## config.mk

```make
export PLATFORM = sky130hd
export DESIGN_NAME = wb_stage_flat
export DESIGN_NICKNAME = d
export VERILOG_FILES = /design/src/rtl/wb_stage_if.sv /design/src/rtl/wb_stage.sv /design/src/flat_wrapper.sv
export SDC_FILE = /design/constraint.sdc
export NUM_CORES = 1
export LEC_CHECK = 0
export ABC_AREA = 1
export CORE_ASPECT_RATIO = 0.6
export CORE_MARGIN = 3
export CORE_UTILIZATION = 35
export DETAILED_ROUTE_END_ITERATION = 6
export PLACE_DENSITY = 0.66
export SYNTH_ARGS = -nofsm -noshare
export SYNTH_HDL_FRONTEND = slang
export SYNTH_SLANG_ARGS = --single-unit
```

## constraint.sdc

```tcl
create_clock -name clk -period 1.5 [get_ports clk]
set_input_delay 0.15 -clock clk [delete_from_list [all_inputs] [get_ports clk]]
set_output_delay 0.15 -clock clk [all_outputs]
set_load 0.01 [all_outputs]
```

## src/rtl/wb_stage_if.sv

```systemverilog
// Bundle of every non-clock/reset signal of the writeback stage.
// master: the surrounding pipeline (EXU, LSU, issue, register file).
// slave:  the writeback stage itself.
// Define WB_BYPASS_EN to add the forwarding outputs rs1/rs2_fwd and rs1/rs2_fwd_data.
interface wb_stage_if #(
  parameter int ADDR_WIDTH = 5,
  parameter int DATA_WIDTH = 32
);
  logic                  exu_valid;
  logic                  exu_ready;
  logic [ADDR_WIDTH-1:0] exu_rd;
  logic [DATA_WIDTH-1:0] exu_data;

  logic                  lsu_valid;
  logic                  lsu_ready;
  logic [ADDR_WIDTH-1:0] lsu_rd;
  logic [DATA_WIDTH-1:0] lsu_data;

  logic                  iss_valid;
  logic [ADDR_WIDTH-1:0] iss_rd;
  logic [ADDR_WIDTH-1:0] rs1;
  logic [ADDR_WIDTH-1:0] rs2;
  logic                  rs1_busy;
  logic                  rs2_busy;

  logic                  rf_wen;
  logic [ADDR_WIDTH-1:0] rf_waddr;
  logic [DATA_WIDTH-1:0] rf_wdata;

`ifdef WB_BYPASS_EN
  logic                  rs1_fwd;
  logic                  rs2_fwd;
  logic [DATA_WIDTH-1:0] rs1_fwd_data;
  logic [DATA_WIDTH-1:0] rs2_fwd_data;

  modport master (
    output exu_valid, exu_rd, exu_data,
    output lsu_valid, lsu_rd, lsu_data,
    output iss_valid, iss_rd, rs1, rs2,
    input  exu_ready, lsu_ready, rs1_busy, rs2_busy,
    input  rf_wen, rf_waddr, rf_wdata,
    input  rs1_fwd, rs2_fwd, rs1_fwd_data, rs2_fwd_data
  );

  modport slave (
    input  exu_valid, exu_rd, exu_data,
    input  lsu_valid, lsu_rd, lsu_data,
    input  iss_valid, iss_rd, rs1, rs2,
    output exu_ready, lsu_ready, rs1_busy, rs2_busy,
    output rf_wen, rf_waddr, rf_wdata,
    output rs1_fwd, rs2_fwd, rs1_fwd_data, rs2_fwd_data
  );
`else
  modport master (
    output exu_valid, exu_rd, exu_data,
    output lsu_valid, lsu_rd, lsu_data,
    output iss_valid, iss_rd, rs1, rs2,
    input  exu_ready, lsu_ready, rs1_busy, rs2_busy,
    input  rf_wen, rf_waddr, rf_wdata
  );

  modport slave (
    input  exu_valid, exu_rd, exu_data,
    input  lsu_valid, lsu_rd, lsu_data,
    input  iss_valid, iss_rd, rs1, rs2,
    output exu_ready, lsu_ready, rs1_busy, rs2_busy,
    output rf_wen, rf_waddr, rf_wdata
  );
`endif
endinterface

```

## src/rtl/wb_stage.sv

```systemverilog
// Writeback stage: round-robin arbitration between EXU and LSU results,
// one registered write to the register file, and a per-register busy
// scoreboard for issue hazard checks.
// Optional macro WB_BYPASS_EN: forwards the in-flight write to rs1/rs2 and
// masks their busy flags while the forward is valid.
//
// state      | meaning
// GRANT_EXU  | last accepted transfer came from EXU (next tie goes to LSU)
// GRANT_LSU  | last accepted transfer came from LSU (next tie goes to EXU)
module wb_stage #(
  parameter int ADDR_WIDTH = 5,
  parameter int DATA_WIDTH = 32
) (
  input logic       clk,
  input logic       rst,
  wb_stage_if.slave bus
);

  localparam int NUM_REGS = 2 ** ADDR_WIDTH;

  typedef enum logic {GRANT_EXU = 1'b0, GRANT_LSU = 1'b1} grant_t;

  grant_t                last_grant;
  logic                  exu_take;
  logic                  lsu_take;
  logic                  rf_wen_q;
  logic [ADDR_WIDTH-1:0] rf_waddr_q;
  logic [DATA_WIDTH-1:0] rf_wdata_q;
  logic [NUM_REGS-1:0]   busy;
  logic [NUM_REGS-1:0]   busy_nxt;

  // Ready never looks at the output register: it drains every cycle.
  // A lone valid source wins; on a tie the source not granted last time wins.
  always_comb begin
    bus.exu_ready = !bus.lsu_valid || (bus.exu_valid && last_grant == GRANT_LSU);
    bus.lsu_ready = !bus.exu_valid || (bus.lsu_valid && last_grant == GRANT_EXU);
  end

  assign exu_take = bus.exu_valid && bus.exu_ready;
  assign lsu_take = bus.lsu_valid && bus.lsu_ready;

  // Register the winning result; writes to x0 complete the handshake but never assert wen.
  always_ff @(posedge clk or negedge rst) begin
    if (!rst) begin
      rf_wen_q   <= 1'b0;
      rf_waddr_q <= '0;
      rf_wdata_q <= '0;
      last_grant <= GRANT_EXU;
    end else if (lsu_take) begin
      rf_wen_q   <= (bus.lsu_rd != '0);
      rf_waddr_q <= bus.lsu_rd;
      rf_wdata_q <= bus.lsu_data;
      last_grant <= GRANT_LSU;
    end else if (exu_take) begin
      rf_wen_q   <= (bus.exu_rd != '0);
      rf_waddr_q <= bus.exu_rd;
      rf_wdata_q <= bus.exu_data;
      last_grant <= GRANT_EXU;
    end else begin
      rf_wen_q   <= 1'b0;
    end
  end

  assign bus.rf_wen   = rf_wen_q;
  assign bus.rf_waddr = rf_waddr_q;
  assign bus.rf_wdata = rf_wdata_q;

  // Scoreboard next state: the retiring write clears first so a same-edge issue re-sets it.
  always_comb begin
    busy_nxt = busy;
    if (rf_wen_q && busy[rf_waddr_q]) begin
      busy_nxt[rf_waddr_q] = 1'b0;
    end
    if (bus.iss_valid && bus.iss_rd != '0) begin
      busy_nxt[bus.iss_rd] = 1'b1;
    end
    busy_nxt[0] = 1'b0;
  end

  // Scoreboard register.
  always_ff @(posedge clk or negedge rst) begin
    if (!rst) begin
      busy <= '0;
    end else begin
      busy <= busy_nxt;
    end
  end

`ifdef WB_BYPASS_EN
  logic rs1_fwd_hit;
  logic rs2_fwd_hit;

  assign rs1_fwd_hit      = rf_wen_q && rf_waddr_q == bus.rs1 && bus.rs1 != '0;
  assign rs2_fwd_hit      = rf_wen_q && rf_waddr_q == bus.rs2 && bus.rs2 != '0;
  assign bus.rs1_fwd      = rs1_fwd_hit;
  assign bus.rs2_fwd      = rs2_fwd_hit;
  assign bus.rs1_fwd_data = rf_wdata_q;
  assign bus.rs2_fwd_data = rf_wdata_q;
  assign bus.rs1_busy     = busy[bus.rs1] && !rs1_fwd_hit;
  assign bus.rs2_busy     = busy[bus.rs2] && !rs2_fwd_hit;
`else
  assign bus.rs1_busy = busy[bus.rs1];
  assign bus.rs2_busy = busy[bus.rs2];
`endif

  // Issue must never target a busy rd, except one whose write retires at this very edge.
  always @(posedge clk) begin
    if (rst && bus.iss_valid && !(rf_wen_q && rf_waddr_q == bus.iss_rd)) begin
      assert (!busy[bus.iss_rd])
        else $error("wb_stage: issue to busy rd %0d", bus.iss_rd);
    end
  end

endmodule

```

## src/flat_wrapper.sv

```systemverilog
// flat-port wrapper written by rule: the top's interface ports become plain ports
module wb_stage_flat 
#(
  parameter int ADDR_WIDTH = 5,
  parameter int DATA_WIDTH = 32
)
  (clk, rst, bus_exu_valid, bus_exu_rd, bus_exu_data, bus_lsu_valid, bus_lsu_rd, bus_lsu_data, bus_iss_valid, bus_iss_rd, bus_rs1, bus_rs2, bus_exu_ready, bus_lsu_ready, bus_rs1_busy, bus_rs2_busy, bus_rf_wen, bus_rf_waddr, bus_rf_wdata);
  wb_stage_if #(.ADDR_WIDTH(ADDR_WIDTH), .DATA_WIDTH(DATA_WIDTH)) bus_i ();
  input logic clk;
  input logic rst;
  input wire logic [$bits(bus_i.exu_valid)-1:0] bus_exu_valid;
  input wire logic [$bits(bus_i.exu_rd)-1:0] bus_exu_rd;
  input wire logic [$bits(bus_i.exu_data)-1:0] bus_exu_data;
  input wire logic [$bits(bus_i.lsu_valid)-1:0] bus_lsu_valid;
  input wire logic [$bits(bus_i.lsu_rd)-1:0] bus_lsu_rd;
  input wire logic [$bits(bus_i.lsu_data)-1:0] bus_lsu_data;
  input wire logic [$bits(bus_i.iss_valid)-1:0] bus_iss_valid;
  input wire logic [$bits(bus_i.iss_rd)-1:0] bus_iss_rd;
  input wire logic [$bits(bus_i.rs1)-1:0] bus_rs1;
  input wire logic [$bits(bus_i.rs2)-1:0] bus_rs2;
  output wire logic [$bits(bus_i.exu_ready)-1:0] bus_exu_ready;
  output wire logic [$bits(bus_i.lsu_ready)-1:0] bus_lsu_ready;
  output wire logic [$bits(bus_i.rs1_busy)-1:0] bus_rs1_busy;
  output wire logic [$bits(bus_i.rs2_busy)-1:0] bus_rs2_busy;
  output wire logic [$bits(bus_i.rf_wen)-1:0] bus_rf_wen;
  output wire logic [$bits(bus_i.rf_waddr)-1:0] bus_rf_waddr;
  output wire logic [$bits(bus_i.rf_wdata)-1:0] bus_rf_wdata;
  assign bus_i.exu_valid = bus_exu_valid;
  assign bus_i.exu_rd = bus_exu_rd;
  assign bus_i.exu_data = bus_exu_data;
  assign bus_i.lsu_valid = bus_lsu_valid;
  assign bus_i.lsu_rd = bus_lsu_rd;
  assign bus_i.lsu_data = bus_lsu_data;
  assign bus_i.iss_valid = bus_iss_valid;
  assign bus_i.iss_rd = bus_iss_rd;
  assign bus_i.rs1 = bus_rs1;
  assign bus_i.rs2 = bus_rs2;
  assign bus_exu_ready = bus_i.exu_ready;
  assign bus_lsu_ready = bus_i.lsu_ready;
  assign bus_rs1_busy = bus_i.rs1_busy;
  assign bus_rs2_busy = bus_i.rs2_busy;
  assign bus_rf_wen = bus_i.rf_wen;
  assign bus_rf_waddr = bus_i.rf_waddr;
  assign bus_rf_wdata = bus_i.rf_wdata;
  wb_stage #(.ADDR_WIDTH(ADDR_WIDTH), .DATA_WIDTH(DATA_WIDTH)) u_core (.clk(clk), .rst(rst), .bus(bus_i));
endmodule
```

== Yosys cells after proc, flatten, opt, wreduce, memory -nomap -nowiden ==
Index checks and enable logic that the tools add are counted.
Word-level totals
  register bits after elaboration: 70
  bits in latches: 0
  memory bits (writable): 0
  bits in read-only memories: 0
  output and inout bits: 42
  word-level logic and storage cells: 51
  memories kept: 0
Operators by class
  $add $sub $neg: 0
  multiply operators: 0
  divide/modulo/power cells: 0
  $lt $le $gt $ge: 6
  equality and inequality tests: 0
  shift-type cells: 0
  mux-type cells: 20
  bitwise logic cells: 4
  reduce and logical (&&, ||, !) cells: 16
Operators by type and width (count)
  $mux W32: 4
  $and A32 B32 Y32: 1
  $not A32 Y32: 1
  $or A32 B32 Y32: 1
  $lt A5 B6 Y1 const B: 4
  $bmux W1 S5: 3
  $reduce_bool A5 Y1: 3
  $demux W1 S5: 2
  $ge A5 B1 Y1 const B: 2
  $mux W5: 2
  $mux W1: 9
  $logic_and A1 B1 Y1: 8
  $logic_not A1 Y1: 2
  $logic_or A1 B1 Y1: 2
  $reduce_bool A2 Y1: 1
  $not A1 Y1: 1

== Logic depth before layout (Yosys ltp) ==
Gate-level depths: netlist (run 1).
  depth in word-level cells: 9
  mapped depth: 15
  depth with buffers taken out: 12

== Worst setup path after synthesis (run 1) ==
No wires, ideal clock.
  path kind: register -> register
  start point: register u_core.rf_waddr_q[0], in the netlist u_core.bus.rf_waddr[0]
  end point: register u_core.busy[10]
  library setup time: 117 ps
  arrival: 1476 ps
  data required time: 1383 ps
  slack: -92 ps
  cell stages (with the launch flop): 16
  cells stage by stage: dfrtp_1 -> buf_6 -> inv_4 -> buf_6 -> nand2_1 -> nand2_1 -> nand2_1 -> nand2_1 -> nand2_1 -> nand2_1 -> nor2_2 -> nand2_4 -> buf_6 -> nand3_2 -> nand2_1 -> nand2_1
Between the ends
  longest elaborated chain between the ends: 9
  elaborated cells on any way between the ends: 13
Ends and longest elaborated chain
  start: declaration: RTL line wb_stage.sv:27  | logic [ADDR_WIDTH-1:0] rf_waddr_q;
  start signal: assignment: RTL line wb_stage.sv:51  | rf_waddr_q <= bus.lsu_rd;
  start signal: assignment: RTL line wb_stage.sv:56  | rf_waddr_q <= bus.exu_rd;
  $lt A5 B6 Y1 (implied by the code) or $ge A5 B1 Y1 (tied branches): RTL line wb_stage.sv:72  | busy_nxt[rf_waddr_q] = 1'b0;
  $logic_and A1 B1 Y1 (implied by the code): RTL line wb_stage.sv:72
  $mux W1 (implied by the code): RTL line wb_stage.sv:72
  $demux W1 S5
  $not A32 Y32 (no source line)
  $and A32 B32 Y32 (no source line)
  $mux W32 (*): RTL line wb_stage.sv:71  | if (rf_wen_q && busy[rf_waddr_q]) begin
  $or A32 B32 Y32 (no source line)
  $mux W32 (*): RTL line wb_stage.sv:74  | if (bus.iss_valid && bus.iss_rd != '0) begin
  net u_core.busy_nxt[10]: RTL line wb_stage.sv:30  | logic [NUM_REGS-1:0] busy_nxt;
  end signal: assignment: RTL line wb_stage.sv:85  | busy <= busy_nxt;
  end: declaration: RTL line wb_stage.sv:29  | logic [NUM_REGS-1:0] busy;
Mark *: on every way through the listed nets, which the timed path passes. The rest lies on a longest branch. The select of a mux whose other input is x is not followed.
A chain may end at the register's enable or synchronous reset.

== Worst setup path in the final report (run 1) ==
  start point: register u_core.busy[19]
  end point: output port bus_rs2_busy
Between the ends
  longest elaborated chain between the ends: 2
Ends and longest elaborated chain
  $bmux W1 S5: RTL line wb_stage.sv:103  | assign bus.rs2_busy = busy[bus.rs2];
  $mux W1 (implied by the code): RTL line wb_stage.sv:103
  end: declaration: RTL line flat_wrapper.sv:24  | output wire logic [$bits(bus_i.rs2_busy)-1:0] bus_rs2_busy;
No other way between the ends. The select of a mux whose other input is x is not followed.

==> impl_metrics.json, run 1 <==
{
  "outcome": "finished, violations left",
  "violations": "negative setup slack",
  "slew_headroom_pct": 72.74,
  "dr_total_vias": 5758,
  "placed_area_um2": 6802,
  "hold_path_class": "in2async",
  "grt_pass1_vias": 5413,
  "dieArea_um2": 14680,
  "finalNonFillerCells": 1067,
  "grt_pass1_wl_um": 29230,
  "portBuffers": 135,
  "coreArea_um2": 12490,
  "power_density_nw_per_um2": 1251,
  "ys_seq_area_share_pct": 37.87,
  "clk_latency_ns": 0.34,
  "cts.sink_count": 70,
  "pre_cts_ws_ns": -0.7103,
  "htree_num_levels": 3,
  "final-hold-violation-count": 0,
  "setup_viol": 33,
  "wl_per_cell_um": 17.55,
  "finalCriticalPeriod_ns": 1.760,
  "utilization_pct": 58.15,
  "power_mw": 9.084,
  "yosys.area.top_type_share_pct": 37.87,
  "grt_usage_pct": 25.44,
  "rsz0062_at_grt": "yes",
  "finalHoldWorstSlack_ns": 0.3572,
  "dr.pass1.iters": 5,
  "diodes": 0,
  "vias_per_cell": 5.396,
  "cts_buffer_depth": 2,
  "path_clk_slew_ns": 0.06,
  "cts_made_buffers": 9,
  "die-width_um": 154.4,
  "worstPathArrival_ns": 1.61,
  "worstMarginPinSlew_ns": 0.4079,
  "multi_input_area_um2": 2581,
  "ir_drop_uv": 688.4,
  "setup_ws_ns": -0.2601,
  "fin_area_um2": 7263,
  "reg2reg_slack_ns": -0.25,
  "skew_ns": 0.008392,
  "dp_cells": 1038,
  "synth_cells": 681,
  "final_common_cell": "nand2_1",
  "worst-setup-path-type": "reg2out",
  "slew_viol_final": 0,
  "floorplan.initialDensity_pct": 37.04,
  "antenna_found_initial": 0,
  "nNetsFinal": 992,
  "fmax_ghz": 0.5681,
  "synth_top_cells_by_area": "dfrtp_1 38%, nand2_1 17%, o21ai_0 11%",
  "cp.required_ns": 1.35,
  "fp.dieH_um": 95.05,
  "gp_congestion": 0.9419,
  "drt_iter0_drc": 498,
  "endpoint_kind": "primary output",
  "r2r_cells": 11,
  "yosysTopAreaCell": "dfrtp_1",
  "drv_cap": 0,
  "syn2layout_area_growth_pct": 57.02,
  "grt_remaining_overflow": 0,
  "cts_tree": "yes",
  "syn_area_per_cell_um2": 6.792,
  "hpwl_um": 14010,
  "n_fill_cell": 1146,
  "drc": 0,
  "drive_gt1_share_pct": 21.95,
  "start_kind": "register",
  "final.setup.tns_ns": -6.912,
  "io_pins": 136,
  "crit_fanout": 3,
  "final_cell_mix": "205 x nand2_1, 122 x clkdlybuf4s50_1, 96 x buf_4",
  "p_leak_nw": 3.232,
  "synth_warnings": 0,
  "fin_crit_sh_pct": 117.3,
  "cts_root_buffer": "clkbuf_16",
  "row_count": 31,
  "r2r-start": "u_core.bus.rf_waddr[3]$_DFFE_PN0P_",
  "postRouteAntennaNets": 0,
  "grt_max_degree": 71,
  "final-seq-area_um2": 1768,
  "reg2reg_to": "u_core.busy[6]$_DFF_PN0_",
  "ys_ff_latch": 70,
  "synth_cell_type_count": 27,
  "wirelength_um": 18730,
  "synth_area_um2": 4626,
  "synthesis.nets": 775
}
[Yosys cell counts]
library cell  instances
buf_2                 9
a21oi_1              48
o22ai_1               2
buf_4                 1
nand3_2              30
dfrtp_1              70
o21ai_1               1
clkinv_1              1
nand2_1             206
o21ai_0             102
inv_4                 1
nand2_4               1
inv_1                39
o221ai_1              6
inv_2                 1
buf_6                 5
o211ai_1              4
nor2_1               68
nand3_1              45
nor3_1               11
or2_2                 1
nor3b_1               1
buf_1                 1
a31oi_1               1
clkbuf_1             22
a31o_2                1
nor2_2                3
[registers in the layout (all words and copies together) (netlist names)]
signal and count:
u_core.bus.rf_wen 1, u_core.bus.rf_wdata 32, u_core.last_grant 1, u_core.busy 31, u_core.bus.rf_waddr 5
[routing by layer]
metal	track usage [%]	up-vias	part of all wire, %
met3	6.984	29	12
met1	38.24	2693	47
met4	5.364	0	1.2
li1	-	2695	-
met2	36.39	341	40
met5	0	-	0
[cells by family (layout without fill, tap and decap cells)]
kind of cell	Yosys count	after routing	synth area share, %
compound gates	165	165	18.72
buf+inv	80	301	7.682
flops	70	70	37.87
simple gates	366	366	35.73
[worst max-delay path, stage by stage, from the launching register on]
cell and delay [ns]:
dfrtp_2 0.47, nor2_1 0.14, nor2_1 0.06, a21oi_1 0.12, a21oi_1 0.08, nand2_1 0.07
nand2_1 0.05, nand2_1 0.07, nand2_1 0.06, buf_2 0.14
[repair_timing]
item	CTS	global route
hold buffers	1	0
buffers inserted	5	6
gates cloned	2	0
endpoints found under the setup margin	40	36
endpoints found under the hold margin	70	0
pin swaps	6	2
resized for setup	51	22
[worst max-delay path by stage]
stage / start / to / slack [ns]
after floorplan: u_core.bus.rf_waddr[0]$_DFFE_PN0P_ / u_core.busy[10]$_DFF_PN0_ / -0.07
after global placement: bus_rs1[0] / bus_rs1_busy / -0.66
after detailed placement: bus_rs1[0] / bus_rs1_busy / -0.71
after CTS: u_core.busy[17]$_DFF_PN0_ / bus_rs1_busy / -0.26
after global routing: u_core.bus.rf_waddr[0]$_DFFE_PN0P_ / u_core.busy[6]$_DFF_PN0_ / -0.33
final: u_core.busy[19]$_DFF_PN0_ / bus_rs2_busy / -0.26
[area by class of cell]
cell class	instances	share of cell area (%)
Clock buffer	9	3.101
Clock inverter	6	0.8786
Inverter	42	2.291
Multi-Input combinational cell	531	35.54
Sequential cell	70	24.34
Tap cell	165	2.842
Timing Repair Buffer	244	31.01
[where the power goes]
group	internal, mW	switching (mW)	total [mW]
logic	1.91	1.94	3.85
clock network	1.27	0.840	2.11
registers	2.43	0.691	3.12
Note: power is estimated with default switching activity, not from simulation.
==> run 2, diff against run 1 <==
--- a/config.mk
+++ b/config.mk
@@ -6,6 +6,7 @@
 export NUM_CORES = 1
 export LEC_CHECK = 0
 export ABC_AREA = 1
+export ABC_CLOCK_PERIOD_IN_PS = 1500
 export CORE_ASPECT_RATIO = 0.6
 export CORE_MARGIN = 3
 export CORE_UTILIZATION = 35
==> results of run 2 <==
No change in the layout: final DEF, timing and power equal those of run 1.
==> run 3, diff against run 2 <==
--- a/config.mk
+++ b/config.mk
@@ -6,7 +6,6 @@
 export NUM_CORES = 1
 export LEC_CHECK = 0
 export ABC_AREA = 1
-export ABC_CLOCK_PERIOD_IN_PS = 1500
 export CORE_ASPECT_RATIO = 0.6
 export CORE_MARGIN = 3
 export CORE_UTILIZATION = 35
==> results of run 3 <==
No change in the layout: final DEF, timing and power equal those of run 1.
